$ cat config.mk
export PLATFORM = sky130hd
export DESIGN_NAME = bram_vector_writer
export DESIGN_NICKNAME = d
export VERILOG_FILES = /design/src/rtl/bram_vector_writer.sv
export SDC_FILE = /design/constraint.sdc
export NUM_CORES = 1
export LEC_CHECK = 0
export CAP_MARGIN = 40
export CORE_ASPECT_RATIO = 1.2
export CORE_MARGIN = 2
export CORE_UTILIZATION = 25
export DETAILED_ROUTE_END_ITERATION = 7
export PLACE_DENSITY_LB_ADDON = 0.1
export SLEW_MARGIN = 10
export SYNTH_ARGS = -nofsm -noshare
export SYNTH_HDL_FRONTEND = slang
export SYNTH_SLANG_ARGS = --single-unit
$ cat constraint.sdc
create_clock -name clk -period 2.2 [get_ports clk]
set_input_delay 0.44 -clock clk [delete_from_list [all_inputs] [get_ports clk]]
set_output_delay 0.44 -clock clk [all_outputs]
set_load 0.02 [all_outputs]
$ cat src/rtl/bram_vector_writer.sv
// bram_vector_writer: streams a packed vector of W-bit elements into the
// shared BRAM, one element per clock, starting at BASE_ADDR. BRAM strobes
// are Moore outputs decoded from state/counter so a reset drops them at once.
// Optional macro WRITE_VERIFY_EN adds a readback pass that compares every
// element and raises a sticky verify_err on any mismatch.
module bram_vector_writer #(
   parameter int IN_SIZE       = 1,
   parameter int OUT_SIZE      = 8,
   parameter int W             = 8,
   parameter int TOTAL_WEIGHTS = IN_SIZE * OUT_SIZE,
   parameter int ADDR_WIDTH    = 15,
   parameter int BASE_ADDR     = 16400
) (
   input  logic                        clk,
   input  logic                        rst_n,
   input  logic                        start,
   input  logic [TOTAL_WEIGHTS*W-1:0]  data_in,
   output logic                        busy,
   output logic                        done,
   output logic                        bram_en,
   output logic                        bram_wen,
   output logic                        bram_ren,
   output logic [ADDR_WIDTH-1:0]       bram_addr,
   output logic [W-1:0]                bram_din,
   input  logic [W-1:0]                bram_dout,
   output logic                        verify_err
);

   // Counter spans the write pass and the verify pass (reads plus 2 latency cycles).
   localparam int CW = $clog2(TOTAL_WEIGHTS + 2);
   localparam logic [CW-1:0]         LAST_WR = CW'(TOTAL_WEIGHTS - 1);
   localparam logic [ADDR_WIDTH-1:0] BASE    = ADDR_WIDTH'(BASE_ADDR);

   typedef enum logic [1:0] {
      S_IDLE   = 2'd0,
      S_WRITE  = 2'd1,
`ifdef WRITE_VERIFY_EN
      S_VERIFY = 2'd2,
`endif
      S_DONE   = 2'd3
   } state_t;

   state_t                       state, state_n;
   logic [CW-1:0]                cnt, cnt_n;
   logic [TOTAL_WEIGHTS*W-1:0]   shadow;
   logic                         load;
   logic                         verr, verr_n;

`ifdef WRITE_VERIFY_EN
   localparam logic [CW-1:0] N_EL    = CW'(TOTAL_WEIGHTS);
   localparam logic [CW-1:0] TWO     = CW'(2);
   localparam logic [CW-1:0] LAST_VF = CW'(TOTAL_WEIGHTS + 1);
`else
   logic dout_unused;
   assign dout_unused = ^bram_dout;
`endif

   // State, counter, shadow vector and sticky verify flag registers.
   always_ff @(posedge clk or negedge rst_n) begin
      if (!rst_n) begin
         state  <= S_IDLE;
         cnt    <= '0;
         shadow <= '0;
         verr   <= 1'b0;
      end else begin
         state <= state_n;
         cnt   <= cnt_n;
         verr  <= verr_n;
         if (load) shadow <= data_in;
      end
   end

   // Next-state logic and BRAM strobe / status decode.
   always_comb begin
      state_n   = state;
      cnt_n     = cnt;
      load      = 1'b0;
      verr_n    = verr;
      busy      = 1'b0;
      done      = 1'b0;
      bram_en   = 1'b0;
      bram_wen  = 1'b0;
      bram_ren  = 1'b0;
      bram_addr = BASE + ADDR_WIDTH'(cnt);
      bram_din  = '0;
      case (state)
         S_IDLE, S_DONE: begin
            done = (state == S_DONE);
            if (start) begin
               load    = 1'b1;
               verr_n  = 1'b0;
               cnt_n   = '0;
               state_n = S_WRITE;
            end
         end
         S_WRITE: begin
            busy     = 1'b1;
            bram_en  = 1'b1;
            bram_wen = 1'b1;
            bram_din = shadow[cnt*W +: W];
            if (cnt == LAST_WR) begin
               cnt_n = '0;
`ifdef WRITE_VERIFY_EN
               state_n = S_VERIFY;
`else
               state_n = S_DONE;
`endif
            end else begin
               cnt_n = cnt + 1'b1;
            end
         end
`ifdef WRITE_VERIFY_EN
         // Reads issue for cnt < N; data for read j is checked when cnt = j+2.
         S_VERIFY: begin
            busy = 1'b1;
            if (cnt < N_EL) begin
               bram_en  = 1'b1;
               bram_ren = 1'b1;
            end
            if (cnt >= TWO && bram_dout != shadow[(cnt - TWO)*W +: W])
               verr_n = 1'b1;
            if (cnt == LAST_VF) begin
               cnt_n   = '0;
               state_n = S_DONE;
            end else begin
               cnt_n = cnt + 1'b1;
            end
         end
`endif
         default: state_n = S_IDLE;
      endcase
   end

`ifdef WRITE_VERIFY_EN
   assign verify_err = verr;
`else
   assign verify_err = 1'b0;
`endif

endmodule

==> out/results.tsv, run 1 <==
metric	value	unit
cts.htree.levels	3	
max-clock-path-buffers	2	
viasPerCell	4.348	
maxCapViolations	0	
clock_skew	5.112	ps
post_cts_buffers	0	
dieArea	14790	um2
async_flop_share	100.0	%
instances_no_fill	517	
fill_cells	1374	
grt_usage	11.92	%
drt_first_iter_violations	52	
period_share	98.70	%
grt_pass1_wl	13.39	mm
syn_inst	255	
grt_overflow	0	
root_buffer	clkbuf_16	
avgRoutedWirePerCell	16.09	um
worstHoldPathType	input pin to asynchronous set/reset pin	
cp.arrival	1730	ps
post-route-drc-count	0	
wl_met2	4.110	mm
avgSynthCellArea	13.56	um2
seqCellArea	1753	um2
period_minus_slack	2171	ps
postRouteAntennaNets	0	
fin_nets	420	
rsz0062_at_grt	yes	
cts_made_buffers	9	
dp_cells	501	
antenna_found_initial	0	
cp-end-kind	primary output	
topRoutingLayerUsed	met4	
dr.pass1.iters	4	
wl_met3	477	um
crit_type	register to primary output	
coreArea	13640	um2
areaGrowthSynthToFinish	37.34	%
timing.final.hold_violations	0	
ys_warn_count	0	
ys_ff_latch	70	
cp-start-kind	register	
cp.required	1760	ps
dp_hpwl	6.049	mm
cts_sinks	70	
cp_max_fo	17	
rows	47	
cts_tree	built	
final_cell_mix	clkdlybuf4s50_1, dfrtp_1, mux2_2	
drive_gt1_share	32.37	%
max_freq	460.5	MHz
clock_latency	330	ps
synth-edff-count	0	
vias	2248	
place_congestion	0.6969	
io_buffers	82	
finalSetupViolations	0	
yosysSeqAreaShare	50.65	%
leakagePower	0.002057	uW
clkSlewWorstSetupHoldPaths	50	ps
status	finished clean	
hold_buffers	0	
slew_violations	0	
worst_slack	28.65	ps
power	6997	uW
diodes	0	
ys.flop_type	dfrtp_1	
synthDistinctLibCells	27	
synth.area.top_cells	dfrtp_1, mux2_2, mux2i_1	
wl	8.320	mm
post_synth_instance_area	3458	um2
grt_pass1_vias	2476	
synth_top_area_share	50.65	%
grt_max_degree	40	
final_common_cell	clkdlybuf4s50_1	
die_h	132.8	um
powerDensity	1473	nW/um2
yosys.area.top_type	dfrtp_1	
wl_met1	3.610	mm
start_util	25.35	%
chipWidth	111.4	um
fin_setup_tns	0	ps
multi_input_area	1538	um2
ir_drop	831.0	uV
ios	104	
place_ws	-114.1	ps
where the power goes:
group	internal (uW)	total (uW)	switching (uW)
combinational	1770	3340	1580
sequential	1940	2280	341
clock	858	1370	516
total	4560	7000	2430
final cells by class:
cell class | count | area share, %
Timing Repair Buffer | 93 | 20.05
Tap cell | 171 | 4.505
Clock buffer | 16 | 5.927
Inverter | 3 | 0.2371
Multi-Input combinational cell | 164 | 32.38
Sequential cell | 70 | 36.91
final timing paths:
check	from	end	cells after the start	slack, ps
min reg2reg	shadow[33]	shadow[33]	1	500
max reg2reg	state[1]	cnt[2]	5	460
max	cnt[1]	bram_din[0]	5	30
min	rst_n	shadow[12]	1	60
min in group clk	shadow[33]	shadow[33]	1	500
max in group asynchronous	rst_n	shadow[45]	2	1570
metal layers:
metal	track usage, %	vias up
met4	4.938	0
met3	3.665	7
met5	0	-
li1	-	1061
met1	14.91	1116
met2	19.17	64
cells in the mapped netlist (2+ instances only):
| cell | instances |
|---|---|
| dfrtp_1 | 70 |
| mux2_2 | 64 |
| mux2i_1 | 34 |
| a22o_1 | 17 |
| buf_4 | 16 |
| buf_2 | 9 |
| nor3_2 | 8 |
| ha_1 | 4 |
| nand2_1 | 4 |
| o21ai_0 | 4 |
| inv_1 | 3 |
| nor2b_1 | 3 |
| conb_1 | 2 |
| nand2b_1 | 2 |
| nand3_1 | 2 |
| nand3b_1 | 2 |
state kept, by name, summed over array words and instances, names as in the netlist:
| register | flops |
|---|---|
| cnt | 4 |
| state | 2 |
| shadow | 64 |
critical path, cell delays in order, from the launching register on:
cell	delay, ps
dfrtp_2	440
buf_12	180
mux2i_1	150
a22o_1	250
nor3_2	210
buf_4	180
per-stage QoR:
step	utilization [%]	instance area, um2	hold slack, ps
after floorplan	-	3500	144.4
after global placement	32.80	4476	430.0
after detailed placement	32.80	4476	426.2
after CTS	34.67	4730	74.25
after global routing	34.81	4750	85.51
final	34.81	4750	56.15
logic make-up after synthesis:
group / count (synthesis) / synth area share, %
AO/OA/AOI/OAI: 25 / 5.608
flip-flops: 70 / 50.65
adder cells (fa/ha/maj): 4 / 1.447
AND/OR/NAND/NOR: 24 / 4.848
buffers and inverters: 32 / 6.548
other: 2 / 0.2172
multiplexers: 98 / 30.68
repair_timing:
action	CTS	global route
endpoints found under the setup margin	11	8
pin swaps	0	8
resized for setup	41	8
(Power assumes the default switching activity.)
==> run 2: changes to the inputs <==
CORE_ASPECT_RATIO = 1.75   (was 1.2)
HOLD_SLACK_MARGIN = 0.02   (was unset)
==> run 2 against run 1 <==
Net effect:
- total power is 0.82% higher
- largest cell class unchanged
- clock power hardly changed
- largest power group unchanged
- highest routed layer unchanged
- first-iteration DRC count is 25% lower
- count of clock-buffer cells in the layout is 5 lower
- core utilization is 0.79 points higher
==> out/results.tsv, run 2 (synthesis gave the netlist of run 1 again) <==
metric	value	unit	change
place_congestion	0.6980		+0.16%
postRouteAntennaNets	0		unchanged
coreArea	13450	um2	-1.4%
worstHoldPathType	input pin to asynchronous set/reset pin		
ir_drop	496.6	uV	-40%
powerDensity	1473	nW/um2	about the same
max-clock-path-buffers	2		unchanged
finalSetupViolations	0		unchanged
crit_type	register to primary output		
grt_pass1_vias	2486		+0.40%
fin_nets	422		+0.48%
post_cts_resized	40		-2.4%
avgRoutedWirePerCell	16.20	um	+0.65%
clock_skew	4.425	ps	-0.6862 ps
cp_slowest_cell	dfrtp_2		
gr-usage-met3	3.313	%	-0.35 points
post_cts_buffers	0		unchanged
met1_usage	14.02	%	-0.90 points
top_usage_layer	met2		
status	finished clean		
fin_setup_tns	0	ps	unchanged
viasPerCell	4.224		-2.9%
cp_max_fo	13		-4
areaGrowthSynthToFinish	38.49	%	
post-route-drc-count	0		unchanged
grt_pass1_wl	13.30	mm	-0.62%
cp-start-kind	register		
wl	8.455	mm	+1.6%
cp.required	1760	ps	about the same
drt_first_iter_violations	39		-25%
largest_register_ffs	64		unchanged
final_core_util	35.60	%	+0.79 points
final_common_cell	clkdlybuf4s50_1		
diodes	0		unchanged
largestRegisters	shadow x64, cnt x4, state x2		
instances_no_fill	522		+0.97%
holdWs	68.94	ps	+12.79 ps
cp.arrival	1720	ps	about the same
dp_hpwl	6.231	mm	+3.0%
power	7055	uW	+0.82%
cts_tree	built		
vias	2205		-1.9%
antenna_found_initial	0		unchanged
path_cells	buf_12 > mux2i_2 > a22o_1 > nor3_2 > buf_4		
gr-usage-met2	20.72	%	+1.5 points
cts_sinks	70		unchanged
dieArea	14830	um2	+0.23%
crit_path_max_incr_delay	460	ps	+20 ps
max_freq	463.3	MHz	+0.61%
die_h	159.6	um	+20%
leakagePower	0.002091	uW	+1.7%
grt_usage	11.95	%	+0.026 points
grt_overflow	0		unchanged
largest-register	shadow		
chipWidth	92.91	um	-17%
cp-end-kind	primary output		
maxCapViolations	0		unchanged
final_cell_mix	clkdlybuf4s50_1, dfrtp_1, mux2_2		
hold_buffers	0		unchanged
rows	56		+19%
ios	104		unchanged
slew_violations	0		unchanged
root_buffer	clkbuf_16		
cts.htree.levels	3		unchanged
drive_gt1_share	33.05	%	+0.68 points
grt_max_degree	37		-7.5%
dr.pass1.iters	4		unchanged
rsz0062_at_grt	yes		
start_util	25.71	%	+0.36 points
io_buffers	82		unchanged
clock_latency	320	ps	about the same
rrSetupSlack	450	ps	about the same
period_share	98.10	%	-0.59 points
dp_cells	506		+1.0%
period_minus_slack	2158	ps	-13.06 ps
cts_made_buffers	9		unchanged
timing.final.hold_violations	0		unchanged
clkSlewWorstSetupHoldPaths	60	ps	about the same
run 2: cell count changes in the layout (fill, tap and decap cells not counted):
cell,previous run,this run
buf_4,14,15
clkbuf_1,4,2
clkinv_2,0,4
dlymetal6s2s_1,0,3
mux2i_2,2,1
mux2i_1,32,33
bufinv_16,0,1
dlygate4sd2_1,3,0
clkbuf_8,3,0
buf_12,6,7
run 2: worst max-delay path, delay by kind of cell (launching register included):
kind / cells / cell delay (ps)
AND/OR/NAND/NOR: 1 / 210
AO/OA/AOI/OAI: 1 / 190
flip-flops: 1 / 460
multiplexers: 1 / 160
buffers and inverters: 2 / 360
run 2: area by class of cell:
class | instances | area (um2)
clock inverters | 5 | 50.05
flip-flops and latches | 70 | 1753
multi-input cells | 164 | 1534
clock buffers | 11 | 232.7
well taps | 174 | 217.7
inverters | 3 | 11.26
fillers | 1368 | 8663
repair buffers | 95 | 991.0
run 2: power breakdown:
group,switching [uW],internal [uW]
sequential,351,1940
combinational,1580,1790
clock,521,870
total,2450,4600
run 2: per-stage QoR:
| step | setup WS, ps | instance area, um2 |
|---|---|---|
| final | 41.72 | 4790 |
| after global routing | -43.48 | 4790 |
| after CTS | -15.25 | 4770 |
| after detailed placement | -121.2 | 4507 |
| after global placement | -118.0 | 4507 |
| after floorplan | 175.9 | 3500 |
run 2: path summary, 6_finish.rpt:
| check | cells past startpoint | start | endpoint |
|---|---|---|---|
| max | 5 | cnt[1] | bram_din[1] |
| min | 1 | rst_n | shadow[41] |
| max reg2reg | 6 | state[0] | shadow[30] |
| min reg2reg | 1 | shadow[3] | shadow[3] |
| max in group asynchronous | 2 | rst_n | shadow[37] |
| min in group clk | 1 | shadow[3] | shadow[3] |
run 2: per-layer routing:
layer,part of all wire (%),wire [um]
met5,0,0
met4,0.69,58
met3,4.2,357
met2,55,4636
met1,40,3402
